[src/rtl/tape_arbiter.sv]
// tape_arbiter: two-port (core/host) round-robin arbiter in front of a
// single-port tape RAM with combinational read data. Each access takes
// IDLE -> ACC_x -> ACK, so the design completes one access every 3 cycles.
// Optional feature macro: TAPE_ARB_HOST_LOCK_EN. When it is defined, a host
// granted with i_h_lock=1 keeps winning ties while i_h_lock stays high.
`ifndef TAPE_ADDR_WIDTH
`define TAPE_ADDR_WIDTH 8
`endif
`ifndef TAPE_DATA_WIDTH
`define TAPE_DATA_WIDTH 8
`endif

module tape_arbiter #(
  parameter int ADDR_WIDTH = `TAPE_ADDR_WIDTH,
  parameter int DATA_WIDTH = `TAPE_DATA_WIDTH
) (
  input  logic                  i_clock,
  input  logic                  i_reset,
  input  logic                  i_c_req,
  input  logic                  i_c_we,
  input  logic [ADDR_WIDTH-1:0] i_c_addr,
  input  logic [DATA_WIDTH-1:0] i_c_wdata,
  output logic                  o_c_ack,
  output logic [DATA_WIDTH-1:0] o_c_rdata,
  input  logic                  i_h_req,
  input  logic                  i_h_we,
  input  logic [ADDR_WIDTH-1:0] i_h_addr,
  input  logic [DATA_WIDTH-1:0] i_h_wdata,
  output logic                  o_h_ack,
  output logic [DATA_WIDTH-1:0] o_h_rdata,
  input  logic                  i_h_lock,
  output logic                  o_ram_in,
  output logic [ADDR_WIDTH-1:0] o_ram_addr,
  output logic [DATA_WIDTH-1:0] o_ram_data,
  input  logic [DATA_WIDTH-1:0] i_ram_data,
  output logic                  o_busy
);

  typedef enum logic [1:0] {IDLE, ACC_C, ACC_H, ACK} state_t;

  state_t                state_q, state_d;
  logic                  last_h_q, last_h_d;   // 1: host was granted last
  logic                  lock_q, lock_d;
  logic                  we_q, we_d;
  logic [ADDR_WIDTH-1:0] addr_q, addr_d;
  logic [DATA_WIDTH-1:0] wdata_q, wdata_d;
  logic                  c_ack_q, c_ack_d;
  logic                  h_ack_q, h_ack_d;
  logic [DATA_WIDTH-1:0] c_rdata_q, c_rdata_d;
  logic [DATA_WIDTH-1:0] h_rdata_q, h_rdata_d;

  logic c_elig, h_elig, lock_win, pick_h;

  // A port whose ack is showing this cycle cannot start another access.
  assign c_elig = i_c_req & ~c_ack_q;
  assign h_elig = i_h_req & ~h_ack_q;

`ifdef TAPE_ARB_HOST_LOCK_EN
  assign lock_win = lock_q & i_h_lock;
`else
  logic unused_h_lock;
  assign unused_h_lock = i_h_lock;
  assign lock_win      = 1'b0;
`endif

  // Host wins when alone, when the core went last, or while it holds the lock.
  assign pick_h = h_elig & (~c_elig | ~last_h_q | lock_win);

  // Next-state, grant latching, and read-data capture.
  always_comb begin
    state_d   = state_q;
    last_h_d  = last_h_q;
    lock_d    = lock_q;
    we_d      = we_q;
    addr_d    = addr_q;
    wdata_d   = wdata_q;
    c_ack_d   = 1'b0;
    h_ack_d   = 1'b0;
    c_rdata_d = c_rdata_q;
    h_rdata_d = h_rdata_q;
    case (state_q)
      IDLE: begin
        if (c_elig | h_elig) begin
          last_h_d = pick_h;
`ifdef TAPE_ARB_HOST_LOCK_EN
          // Lock is armed on a host grant and dropped at the first
          // arbitration that sees i_h_lock low.
          lock_d = i_h_lock & (lock_q | pick_h);
`endif
          if (pick_h) begin
            state_d = ACC_H;
            we_d    = i_h_we;
            addr_d  = i_h_addr;
            wdata_d = i_h_wdata;
          end else begin
            state_d = ACC_C;
            we_d    = i_c_we;
            addr_d  = i_c_addr;
            wdata_d = i_c_wdata;
          end
        end
      end
      ACC_C: begin
        // RAM read is combinational, so this is the pre-write cell value.
        c_rdata_d = i_ram_data;
        c_ack_d   = 1'b1;
        state_d   = ACK;
      end
      ACC_H: begin
        h_rdata_d = i_ram_data;
        h_ack_d   = 1'b1;
        state_d   = ACK;
      end
      ACK:     state_d = IDLE;
      default: state_d = IDLE;
    endcase
  end

  // State register; reset also drops any access in flight and its ack.
  always_ff @(posedge i_clock) begin
    if (i_reset) begin
      state_q   <= IDLE;
      last_h_q  <= 1'b1;
      lock_q    <= 1'b0;
      we_q      <= 1'b0;
      addr_q    <= '0;
      wdata_q   <= '0;
      c_ack_q   <= 1'b0;
      h_ack_q   <= 1'b0;
      c_rdata_q <= '0;
      h_rdata_q <= '0;
    end else begin
      state_q   <= state_d;
      last_h_q  <= last_h_d;
      lock_q    <= lock_d;
      we_q      <= we_d;
      addr_q    <= addr_d;
      wdata_q   <= wdata_d;
      c_ack_q   <= c_ack_d;
      h_ack_q   <= h_ack_d;
      c_rdata_q <= c_rdata_d;
      h_rdata_q <= h_rdata_d;
    end
  end

  // Address/data registers hold between accesses; writes never fire in reset.
  assign o_ram_in   = (state_q == ACC_C || state_q == ACC_H) & we_q & ~i_reset;
  assign o_ram_addr = addr_q;
  assign o_ram_data = wdata_q;
  assign o_c_ack    = c_ack_q;
  assign o_h_ack    = h_ack_q;
  assign o_c_rdata  = c_rdata_q;
  assign o_h_rdata  = h_rdata_q;
  assign o_busy     = (state_q != IDLE);

endmodule

[config.mk]
export PLATFORM = sky130hd
export DESIGN_NAME = tape_arbiter
export DESIGN_NICKNAME = d
export VERILOG_FILES = /design/src/rtl/tape_arbiter.sv
export SDC_FILE = /design/constraint.sdc
export NUM_CORES = 1
export LEC_CHECK = 0
export CAP_MARGIN = 10
export CELL_PAD_IN_SITES_DETAIL_PLACEMENT = 0
export CELL_PAD_IN_SITES_GLOBAL_PLACEMENT = 1
export CORE_MARGIN = 2
export CORE_UTILIZATION = 32
export CTS_CLUSTER_SIZE = 28
export DETAILED_ROUTE_END_ITERATION = 16
export PLACE_DENSITY_LB_ADDON = 0.1
export REMOVE_ABC_BUFFERS = 1
export SETUP_SLACK_MARGIN = 0.5
export SLEW_MARGIN = 10
export SYNTH_ARGS = -nofsm -noshare
export SYNTH_HDL_FRONTEND = slang
export SYNTH_SLANG_ARGS = --single-unit
[constraint.sdc]
create_clock -name i_clock -period 3.2 [get_ports i_clock]
set_input_delay 0.32 -clock i_clock [delete_from_list [all_inputs] [get_ports i_clock]]
set_output_delay 0.32 -clock i_clock [all_outputs]
set_load 0.005 [all_outputs]
==> results of run 1 <==
## critical path: stages (launching register included)
cell             delay, ps
dfxtp_1                370
inv_1                   80
ha_1                   300
nand2_1                 60
nor2_1                 100
clkdlybuf4s50_1        520
## area by class of cell
class                           count  area share, %
Inverter                           21           2.86
Clock inverter                      3           2.50
Sequential cell                    38           27.6
Clock buffer                        5           2.50
Multi-Input combinational cell    107           31.5
Timing Repair Buffer               82           29.7
Tap cell                           72           3.27
## final timing paths
check | startpoint | slack, ps | end | depth (start not counted)
setup / recovery | state_q[0] | 1160 | o_ram_in | 5
hold / removal | last_h_q | 470 | last_h_q | 2
setup reg to reg | state_q[0] | 1350 | we_q | 5
hold reg to reg | last_h_q | 470 | last_h_q | 2
## cell usage after synthesis
cell type  count  area share (%)
dfxtp_1       38              43
inv_1         20             4.2
nand2b_1      19             6.6
nor2_1        17             3.6
mux2i_1       16             9.0
nand3_2       10             5.6
o221ai_2      10             8.4
nand3_1        7             2.0
o221ai_1       7             3.4
buf_2          4             1.1
buf_6          3             1.9
clkbuf_1       3            0.63
ha_1           3             2.1
nand2_1        3            0.63
a31oi_1        2            0.70
buf_4          2            0.84
nand4_1        2            0.70
nor2b_1        2            0.70
or3b_1         2            0.98
a21oi_1        1            0.28
a21oi_4        1            0.91
and3b_1        1            0.49
and4bb_1       1            0.70
inv_2          1            0.21
nand3b_1       1            0.42
nand3b_4       1             1.1
o21ai_1        1            0.28
## power groups by stage
stage / clock network (mW) / logic, mW / registers [mW]
finish: 0.501 / 0.684 / 0.643
global route: 0.539 / 0.751 / 0.660
CTS: 0.516 / 0.697 / 0.645
detailed placement: 0 / 0.694 / 0.653
global placement: 0 / 0.698 / 0.654
floorplan: 0 / 0.342 / 0.659
## cells by family (layout without fill, tap and decap cells)
group	after synthesis	count (layout)	share of synthesized area, %
DFF	38	38	42.5
muxes	16	16	8.96
adders and majority gates	3	3	2.10
and+or+nand+nor	66	66	23.5
AOI/OAI and AO/OA	22	22	14.0
buffers and inverters	33	111	8.89
## per-stage QoR
step,utilization [%],power [mW],hold slack (ps),instance area [sq um],setup WS (ps)
floorplan,-,1.00,389,1710,1700
finish,50.6,1.83,473,2750,1160
global placement,48.1,1.35,463,2620,1040
CTS,50.6,1.86,476,2750,1130
global route,50.6,1.95,509,2750,1040
detailed placement,48.1,1.35,464,2620,1030
## sequential cells by signal, summed over array words and instances (netlist names)
signal / count
o_h_rdata: 8
state_q: 2
we_q: 1
last_h_q: 1
o_ram_addr: 8
o_c_ack: 1
o_c_rdata: 8
o_h_ack: 1
o_ram_data: 8
## metal layers
layer | GRT usage (%) | routed length, um
met2 | 24.0 | 2010
met1 | 18.5 | 2130
met5 | 0 | 0
met4 | 4.21 | 15
met3 | 5.68 | 335
==> metrics.txt, run 1 <==
outcome=finished, final reports clean; GR Util All Layers=roughly 15%; fin crit share=about 64%; DRT antenna net count=0; power share of the clock group=between 20% and 30%; Crit. End Element=output port; Avg Cell Area, Syn=~10 sq um; highest-count cells in the layout ignoring fill and taps=clkdlybuf4s50_1, dfxtp_1, inv_1, nand2b_1, nor2_1; crit path time final=2040 ps; Max clock buf depth=2; CTS H-tree lvls=2; setup violators final=0; switching part of the total=about 30%; Final nets=305; DR DRC count=0; Pre-antenna DRT Iters=4; final hold vios=0; Via-to-Cell Ratio=4.57; Resize count post-CTS=0; GP Congestion=about 0.68; DRT iter0 DRCs=60; Placed Cells=320; Synth-to-Final Area Change=54.0%; # rows=27; Max-Slew Margin vs Limit=between 30% and 40%; worst path required time=between 2000 and 3000 ps; Net Sw Power=0.556 mW; CTS tree=done; setup repair after global routing missed its margin=no; CORE AREA=around 5400 sq um; Worst-path clk slew=80 ps; n_diodes=0; worst-skew pair later-pin latency=300 ps; VDD IR max=between 0.2 and 0.25 mV; post-CTS setup buffer count=0; number of global-route vias before repair=between 1500 and 2000; Crit Path Category=reg -> out; Setup crit start kind=flop; hold buffers post-CTS=0; Routed WL=between 4 and 5 mm; Netlist Area Pre-Place=around 1800 sq um; actual slew at the worst max-slew pin=between 900 and 1000 ps; crit path max fanout=3; Yosys warnings=0; fill count=~520; Max-cap violations=0; via count=roughly 1500; Overflow after GRT=0; clock root buffer master=clkbuf_8; IO Count=a little over 80; distinct cell type count after synthesis=27; initial antenna violation count=0; Synth Instances=roughly 180; Pins Over Slew Limit=0; post-DP HPWL=approximately 2.9 mm; die area=between 6000 and 7000 sq um; static leakage=roughly 1.0 nW; PwrDens=664 nW/um^2; FF+latch area=approximately 760 sq um; first-pass GRT wire length=7.27 mm; Non-Filler Instances=~330; setup TNS=0 ps; CTS sink count=38; Comb pwr share=a little under two fifths; die width=between 70 and 80 um; share of cells above drive strength 1=approximately 13%; clock buffer count from CTS=5; Hold WC Path Type=reg -> reg; skew final=4.86 ps; routed len/inst=13.7 um; sequential power share=about a third; P_int=~1.3 mW; largest net degree at the start of global routing=slightly above 40; Die H=a little under 80 um; Multi-input gate area=about 870 sq um; Initial Util=32.9%; Seq/Total Area, Yosys=a little over two fifths; commonest non-fill, non-tap cell in the layout=clkdlybuf4s50_1; WP data arrival=1720 ps; Max Fclk=about 0.5 GHz; number of synthesized register bits=38; PortBufs=81
No activity file was read; power rests on OpenSTA's default activity.
==> run 2: changes to the inputs <==
--- a/config.mk
+++ b/config.mk
@@ -9,7 +9,7 @@
 export CELL_PAD_IN_SITES_DETAIL_PLACEMENT = 0
 export CELL_PAD_IN_SITES_GLOBAL_PLACEMENT = 1
 export CORE_MARGIN = 2
-export CORE_UTILIZATION = 32
+export CORE_UTILIZATION = 30
 export CTS_CLUSTER_SIZE = 28
 export DETAILED_ROUTE_END_ITERATION = 16
 export PLACE_DENSITY_LB_ADDON = 0.1
==> constraint.sdc (replaced) <==
create_clock -name i_clock -period 2.1 [get_ports i_clock]
set_input_delay 0.21 -clock i_clock [delete_from_list [all_inputs] [get_ports i_clock]]
set_output_delay 0.21 -clock i_clock [all_outputs]
set_load 0.005 [all_outputs]
==> run 2 against run 1 <==
Net effect:
- non-clock buffer count increased by 8
- sequential share of layout area shrank 0.22 points
- final cell count increased by 3.4%
- core utilization is 3.0 points lower
- global-route usage is 0.16 points lower
==> metrics.txt, run 2 (synthesis gave the netlist of run 1 again) <==
worst-skew pair later-pin latency=290 ps (about the same); # rows=28 (+3.7%); fill count=571 (+9.6%); n_diodes=0 (unchanged); hold buffers post-CTS=0 (unchanged); fin crit share=71.0%; GR Util All Layers=14.7% (-0.16 points); via count=1551 (+3.5%); IO Count=83 (unchanged); DR DRC count=0 (unchanged); Overflow after GRT=0 (unchanged); worst path required time=1890 ps (-990 ps); Non-Filler Instances=339 (+3.4%); setup TNS=0 ps (unchanged); GP Congestion=0.747 (+9.2%); worst hold path depth=2 (unchanged); Worst-path clk slew=70 ps (about the same); setup violators final=0 (unchanged); CORE AREA=5850 sq um (+7.6%); CTS H-tree lvls=2 (unchanged); Routed WL=4.58 mm (+2.0%); Reg2Reg Capture Point=o_ram_data[7]; Setup crit start kind=flop; Max Fclk=0.670 GHz; highest-count cells in the layout ignoring fill and taps=clkdlybuf4s50_1, dfxtp_1, nand2b_1, inv_1, nor2_1; PortBufs=81 (unchanged); die area=6590 sq um (+6.3%); crit path time final=approximately 1500 ps; Placed Cells=328 (+2.5%); Via-to-Cell Ratio=4.58 (+0.11%); CTS tree=done; initial antenna violation count=0 (unchanged); DRT iter0 DRCs=62 (+3.3%); post-DP HPWL=3.14 mm (+7.9%); Max clock buf depth=2 (unchanged); share of cells above drive strength 1=16.7% (+4.2 points); setup slack after layout=608 ps (-549 ps); Hold WC Path Type=reg -> reg; routed len/inst=13.5 um (-1.3%); Max-Slew Margin vs Limit=64.7% (+26 points); Total Power=2.64 mW (+44%); Final nets=313 (+2.6%); Crit. End Element=output port; setup repair after global routing missed its margin=no; skew final=4.44 ps (-0.421 ps); Pre-antenna DRT Iters=4 (unchanged); final hold vios=0 (unchanged); CTS sink count=38 (unchanged); largest net degree at the start of global routing=33 (-20%); Post-Place Setup Slack=420 ps (-610 ps); VDD IR max=0.373 mV (+61%); Max-cap violations=0 (unchanged); hold endpoint=last_h_q; Placement Cell Area=2660 sq um (+1.6%); DRT antenna net count=0 (unchanged); actual slew at the worst max-slew pin=530 ps (-386 ps); RR Startpoint=state_q[1]; Util after Layout=47.6% (-3.0 points); WP data arrival=1280 ps (-440 ps); outcome=finished, final reports clean; Min Hold Slack=484 ps (+10.7 ps); PwrDens=946 nW/um^2 (+42%); Initial Util=30.6% (-2.3 points); Worst Reg-to-Reg Cells=5 (unchanged); Die H=81.2 um (+3.1%); clock root buffer master=clkbuf_8; number of global-route vias before repair=1577 (+1.0%); clock buffer count from CTS=5 (unchanged); cell area after layout=2790 sq um (+1.1%); first-pass GRT wire length=7.40 mm (+1.8%); die width=81.2 um (+3.1%); hold_sp=last_h_q; commonest non-fill, non-tap cell in the layout=clkdlybuf4s50_1; crit path max fanout=2 (-1); Crit Path Category=reg -> out; static leakage=1.06 nW (+2.4%); Synth-to-Final Area Change=55.8%; Register-to-Register Setup Slack=640 ps (-710 ps); Pins Over Slew Limit=0 (unchanged)
-- run 2: cell count changes in the layout (fill, tap and decap cells not counted), sizes merged --
| cell | delta |
|---|---|
| buf | +8 |
| bufinv | -2 |
| clkbuf | +2 |
| clkdlybuf4s15 | +1 |
| clkdlybuf4s50 | -2 |
| dlygate4sd2 | +1 |
-- run 2: area by class of cell --
cell class,count,area (sq um),area share [%]
multi-input combinational,107,881,31.6
sequential,38,763,27.4
inverter,21,78.8,2.83
timing repair buffer,90,877,31.5
tap,75,93.8,3.37
clock buffer,7,86.3,3.10
clock inverter,1,5.00,0.180
-- run 2: what timing repair did --
| item | CTS | global route |
|---|---|---|
| endpoints found under the setup margin | 2 | 1 |
| resized for setup | 8 | 1 |
| setup buffers | 3 | 0 |
| pin swaps | 1 | 0 |
-- run 2: how the worst max path moves through the flow --
stage / from / slack [ps] / endpoint / cells past startpoint
detailed placement: i_reset / 420 / o_ram_in / 3
global route: state_q[1] / 520 / o_ram_data[3] / 5
finish: state_q[1] / 610 / o_ram_in / 5
global placement: i_reset / 410 / o_ram_in / 3
floorplan: state_q[0] / 600 / o_ram_addr[7] / 5
CTS: state_q[0] / 570 / o_ram_in / 5
-- run 2: worst max-delay path, stage by stage (launching register included) --
cell	delay [ps]
dfxtp_2	340
inv_2	50
ha_4	260
nand2_1	50
nor2_1	80
clkdlybuf4s15_1	210
-- run 2: metal layers --
metal	vias to the layer above	track usage, %	part of all wire, %
met2	53	24.8	46
met1	716	17.7	45
li1	778	-	-
met5	-	0	0
met3	4	3.89	8.2
met4	0	6.10	0.83
-- run 2: report_power, final --
part	total, mW	switching, mW	internal, mW
registers	0.986	0.0908	0.895
clock network	0.515	0.251	0.265
logic	1.13	0.496	0.637
total	2.64	0.838	1.80
